### src/rtl/pwm_update_ctrl_pkg.sv
// pwm_update_ctrl_pkg: shared widths and enums for the PWM run/stop and update controller
// Mask encoding: bit 0 suppresses min strobes, bit 1 suppresses max strobes.
package pwm_update_ctrl_pkg;
    localparam int PWM_N_CARR         = 8;
    localparam int PWM_EVTCOUNT_WIDTH = 3;
    typedef enum logic [1:0] {NO_MASK = 2'd0, MIN_MASK = 2'd1, MAX_MASK = 2'd2, MINMAX_MASK = 2'd3} _mask_mode;
    typedef enum logic {PWM_OFF = 1'b0, PWM_ON = 1'b1} _pwm_onoff;
    typedef enum logic {INT_OFF = 1'b0, INT_ON = 1'b1} _int_onoff;
    typedef enum logic {CARR_OFF = 1'b0, CARR_ON = 1'b1} _carr_onoff;
    typedef enum logic [1:0] {CTRL_IDLE = 2'd0, CTRL_START = 2'd1, CTRL_RUN = 2'd2, CTRL_STOP = 2'd3} _ctrl_state;
endpackage

### src/rtl/pwm_update_ctrl_evt_prescaler.sv
// pwm_evt_prescaler: counts qualified events and flags the terminal one
// Ports: clk, rst_n (async, active-low); clr_i zeroes the count; evt_i qualified event;
//        prescale_i events per terminal minus 1; cnt_o current count; term_o terminal strobe (combinational).
module pwm_evt_prescaler
    import pwm_update_ctrl_pkg::*;
#(
    parameter int W = PWM_EVTCOUNT_WIDTH
) (
    input  logic         clk,
    input  logic         rst_n,
    input  logic         clr_i,
    input  logic         evt_i,
    input  logic [W-1:0] prescale_i,
    output logic [W-1:0] cnt_o,
    output logic         term_o
);
    logic [W-1:0] cnt_q, cnt_d;
    // >= lets a lowered prescale fire on the next event and keeps the count from wrapping
    assign term_o = evt_i && cnt_q >= prescale_i;
    assign cnt_o  = cnt_q;
    always_comb cnt_d = (clr_i || term_o) ? '0 : evt_i ? cnt_q + 1'b1 : cnt_q;
    always_ff @(posedge clk or negedge rst_n)
        if (!rst_n) cnt_q <= '0;
        else cnt_q <= cnt_d;
endmodule

### src/rtl/pwm_update_ctrl.sv
// pwm_update_ctrl: carrier run/stop sequencer and shadow-register load scheduler
// Ports: clk, rst_n (async, active-low); pwm_onoff_i run request; mask_mode_i event mask;
//        int_onoff_i irq enable; evt_prescale_i events per terminal minus 1; carr_en_i carrier enables;
//        upd_req_i commit request; carr_min_i/carr_max_i master carrier strobes;
//        carr_onoff_o carrier run enables; carr_rst_o counter clear; load_o shadow load;
//        irq_o interrupt; upd_busy_o request pending; evt_cnt_o prescaler count.
module pwm_update_ctrl
    import pwm_update_ctrl_pkg::*;
#(
    parameter int N_CARR         = PWM_N_CARR,
    parameter int EVTCOUNT_WIDTH = PWM_EVTCOUNT_WIDTH
) (
    input  logic                      clk,
    input  logic                      rst_n,
    input  logic                      pwm_onoff_i,
    input  logic [1:0]                mask_mode_i,
    input  logic                      int_onoff_i,
    input  logic [EVTCOUNT_WIDTH-1:0] evt_prescale_i,
    input  logic [N_CARR-1:0]         carr_en_i,
    input  logic                      upd_req_i,
    input  logic                      carr_min_i,
    input  logic                      carr_max_i,
    output logic [N_CARR-1:0]         carr_onoff_o,
    output logic                      carr_rst_o,
    output logic                      load_o,
    output logic                      irq_o,
    output logic                      upd_busy_o,
    output logic [EVTCOUNT_WIDTH-1:0] evt_cnt_o
);
    logic [1:0]        state_q, state_d;
    logic [N_CARR-1:0] on_q, on_d;
    logic              crst_q, crst_d, load_q, load_d, irq_q, irq_d, pend_q, pend_d;
    logic              run, qual, term, clr;
    assign run  = state_q == CTRL_RUN;
    assign qual = (carr_min_i && !mask_mode_i[0]) || (carr_max_i && !mask_mode_i[1]);
    // the stop boundary uses the raw min strobe, independent of the event mask
    assign clr  = state_q == CTRL_START || (state_q == CTRL_STOP && carr_min_i);
    pwm_evt_prescaler #(.W(EVTCOUNT_WIDTH)) u_presc (
        .clk       (clk),
        .rst_n     (rst_n),
        .clr_i     (clr),
        .evt_i     (qual && run),
        .prescale_i(evt_prescale_i),
        .cnt_o     (evt_cnt_o),
        .term_o    (term)
    );
    always_comb begin
        state_d = state_q;
        on_d    = on_q;
        crst_d  = 1'b0;
        load_d  = 1'b0;
        irq_d   = 1'b0;
        // a new request always survives a same-cycle clear
        pend_d  = upd_req_i || (pend_q && !term && state_q != CTRL_START);
        case (state_q)
            CTRL_IDLE:
                if (pwm_onoff_i == PWM_ON) begin
                    state_d = CTRL_START;
                    crst_d  = 1'b1;
                    load_d  = 1'b1;
                end
            CTRL_START: begin
                state_d = CTRL_RUN;
                on_d    = carr_en_i;
            end
            CTRL_RUN: begin
                load_d  = term && pend_q;
                irq_d   = term && int_onoff_i == INT_ON;
                on_d    = (term && pend_q) ? carr_en_i : on_q;
                state_d = pwm_onoff_i == PWM_OFF ? CTRL_STOP : CTRL_RUN;
            end
            default: begin
                state_d = carr_min_i ? CTRL_IDLE : pwm_onoff_i == PWM_ON ? CTRL_RUN : CTRL_STOP;
                on_d    = carr_min_i ? '0 : on_q;
            end
        endcase
    end
    always_ff @(posedge clk or negedge rst_n)
        if (!rst_n) begin
            state_q <= CTRL_IDLE;
            on_q    <= '0;
            crst_q  <= 1'b0;
            load_q  <= 1'b0;
            irq_q   <= 1'b0;
            pend_q  <= 1'b0;
        end else begin
            state_q <= state_d;
            on_q    <= on_d;
            crst_q  <= crst_d;
            load_q  <= load_d;
            irq_q   <= irq_d;
            pend_q  <= pend_d;
        end
    assign carr_onoff_o = on_q;
    assign carr_rst_o   = crst_q;
    assign load_o       = load_q;
    assign irq_o        = irq_q;
    assign upd_busy_o   = pend_q;
endmodule

### config.mk
export PLATFORM = sky130hd
export DESIGN_NAME = pwm_update_ctrl
export DESIGN_NICKNAME = d
export VERILOG_FILES = /design/src/rtl/pwm_update_ctrl_pkg.sv /design/src/rtl/pwm_update_ctrl_evt_prescaler.sv /design/src/rtl/pwm_update_ctrl.sv
export SDC_FILE = /design/constraint.sdc
export NUM_CORES = 1
export LEC_CHECK = 0
export ABC_CLOCK_PERIOD_IN_PS = 1900
export CAP_MARGIN = 20
export CORE_AREA = 2 2 54 56
export DETAILED_ROUTE_END_ITERATION = 10
export DIE_AREA = 0 0 56 58
export HOLD_SLACK_MARGIN = 0.05
export PLACE_DENSITY = 0.76
export SETUP_SLACK_MARGIN = 0.05
export SLEW_MARGIN = 5
export SYNTH_ARGS = -nofsm -noshare
export SYNTH_HDL_FRONTEND = slang
export SYNTH_SLANG_ARGS = --single-unit
### constraint.sdc
create_clock -name clk -period 1.9 [get_ports clk]
set_input_delay 0.285 -clock clk [delete_from_list [all_inputs] [get_ports clk]]
set_output_delay 0.285 -clock clk [all_outputs]
set_load 0.05 [all_outputs]
==> results.sh <==
export IMPL_clkTransAtPathRegs_ps=100
export IMPL_fin_crit_ps=1810
export IMPL_numCtsBuffers=3
export IMPL_drtPass1Iterations=5
export IMPL_ctsResizeCount=0
export IMPL_cp_top_family="buffers and inverters"
export IMPL_finalHoldViolations=0
export IMPL_hpwlAfterDp_microns=2200
export IMPL_rows=19
export IMPL_setup_viol=0
export IMPL_core_area_sq_um=2660
export IMPL_power_density_nw_per_um2=1680
export IMPL_htreeDepth=1
export IMPL_reg2reg_slack_ps=250
export IMPL_worst_path_stages=1
export IMPL_fin_area_sq_um=1650
export IMPL_final_nets=208
export IMPL_p_leak_nw=0.805
export IMPL_cp_data_arrival_time_ps=1520
export IMPL_placed_cells=205
export IMPL_synth_edff_count=0
export IMPL_cap_violations=0
export IMPL_most_common_layout_cells="clkdlybuf4s50_1, nand3_1, dfrtp_1"
export IMPL_wl_microns=2860
export IMPL_slew_headroom=0.651
export IMPL_diodes=0
export IMPL_r2r_end="carr_onoff_o[0]"
export IMPL_timing_critical_path_buf_inv=1
export IMPL_synth_top_area_cell="dfrtp_1"
export IMPL_grt_pass1_vias=1094
export IMPL_clock_sinks=17
export IMPL_fill_cells=227
export IMPL_synthFlopType="dfrtp_1"
export IMPL_drc=0
export IMPL_synth_top_cell_area_share=0.361
export IMPL_ys_seq_area_frac=0.361
export IMPL_antenna_found_initial=0
export IMPL_post_cts_buffers=0
export IMPL_synth_cell_types=29
export IMPL_async_flop_share=1.00
export IMPL_cts_tree="yes"
export IMPL_layout_drive_gt1_share=0.101
export IMPL_grt_ovfl_total=0
export IMPL_clockRootBuffer="clkbuf_4"
export IMPL_grt_start_max_net_pins=18
export IMPL_grt_pass1_wl_microns=4930
export IMPL_syn_area_per_cell_sq_um=8.59
export IMPL_instances_no_fill=209
export IMPL_ant_nets=0
export IMPL_final_common_cell="clkdlybuf4s50_1"
export IMPL_dieArea_sq_um=3250
export IMPL_initial_utilization=0.442
export IMPL_insertion_delay_ps=290
export IMPL_fin_crit_sh=0.951
export IMPL_place_area_sq_um=1610
export IMPL_track_usage=0.195
export IMPL_port_buffers=34
export IMPL_vdd_drop_max_uv=1150
export IMPL_end_kind="primary output"
export IMPL_worst_setup_path_start_kind="register"
export IMPL_worstPathRequired_ps=1620
export IMPL_syn_area_sq_um=1180
export IMPL_reg2regPathDepth=6
export IMPL_status="finished clean"
export IMPL_cp_slowest_cell="clkdlybuf4s50_1"
export IMPL_worst_clock_skew_ps=3.87
export IMPL_critPathMaxFanout=3
export IMPL_critPathKind="reg -> out"
export IMPL_die_w_microns=56
export IMPL_die_y_microns=58
export IMPL_yosys_top_cells_area="dfrtp_1, ha_1, nand3_1"
export IMPL_rsz0062_at_grt="no"
export IMPL_yosys_register_bits=17
export IMPL_fmax_ghz=0.554
export IMPL_yosys_warnings=0
export IMPL_synth_nets=166
export IMPL_cts_buffer_depth=2
export IMPL_reg2reg_from="state_q[0]"
export IMPL_io_pins=35
export IMPL_drt_iter0_drc=34
export IMPL_crit_start="carr_onoff_o[6]"
export IMPL_max_stage_delay_ps=840
export IMPL_crit_end="carr_onoff_o[6]"
export IMPL_power_mw=2.76
export IMPL_syn_to_final_growth_pct=39.9
export IMPL_utilization=0.618
export IMPL_cts_hold_buf=0
export IMPL_syn_inst=137
export IMPL_wl_per_cell_microns=13.7
export IMPL_worst_pin_slew_ps=522
export IMPL_gp_congestion=0.824
export IMPL_hp_class="in -> async"
export IMPL_finalSetupTns_ps=0
export IMPL_num_vias=1167
export IMPL_via_per_inst=5.58
export IMPL_slew_viol_final=0
export IMPL_crit_path_cell_trace="clkdlybuf4s50_1"
## where the power goes
group | leakage (nW) | internal, mW | switching (mW)
logic | 0.575 | 0.737 | 1.19
registers | 0.215 | 0.511 | 0.124
clock network | 0.0150 | 0.0817 | 0.115
## synth_stat cells, drive strengths merged, types with 2 or more instances
library cell and count:
nand3 18, dfrtp 17, nand2 15, nor2 11, nor3 10, ha 9
mux2i 8, o211ai 8, inv 7, a21oi 5, buf 5, o21ai 4
nor2b 3, a21boi 2, a31o 2, and2 2, nand2b 2
## sequential cells by signal, summed over array words and instances, names as in the netlist
signal,count
carr_onoff_o,8
u_presc.cnt_o,3
state_q,2
carr_rst_o,1
irq_o,1
load_o,1
upd_busy_o,1
## per-layer routing
metal / GRT usage / up-vias / routed length (microns)
met2: 0.329 / 45 / 1420
li1: - / 574 / -
met1: 0.243 / 542 / 1230
met3: 0.0491 / 6 / 169
met4: 0.0748 / 0 / 44
met5: 0 / - / 0
## stage by stage
step / worst slack, ps / hold slack [ps]
detailed placement: -31.7 / 527
CTS: 69.0 / 303
global route: 50.3 / 312
global placement: 33.4 / 522
finish: 93.8 / 301
floorplan: 122 / -10.6
## final cells by class
cell class,count,area [sq um],share of cell area
Multi-Input combinational cell,107,697,0.423
Timing Repair Buffer,43,433,0.263
Sequential cell,17,425,0.258
Tap cell,31,38.8,0.0236
Clock buffer,4,26.3,0.0160
Inverter,7,26.3,0.0160
## how the worst min path moves through the flow
stage / start / endpoint / cells after the start
floorplan: rst_n / carr_onoff_o[0] / 0
global placement: upd_busy_o / upd_busy_o / 1
detailed placement: upd_busy_o / upd_busy_o / 1
CTS: rst_n / carr_onoff_o[5] / 2
global route: rst_n / load_o / 2
finish: rst_n / carr_onoff_o[5] / 2
## logic make-up (layout without fill, tap and decap cells)
logic type,Yosys count,after routing,synth area share
compound gates,27,27,0.162
fa+ha+maj,9,9,0.0956
buf+inv,13,54,0.0468
flops,17,17,0.361
mux,8,8,0.0680
simple gates,63,63,0.267
(Power assumes the default switching activity.)
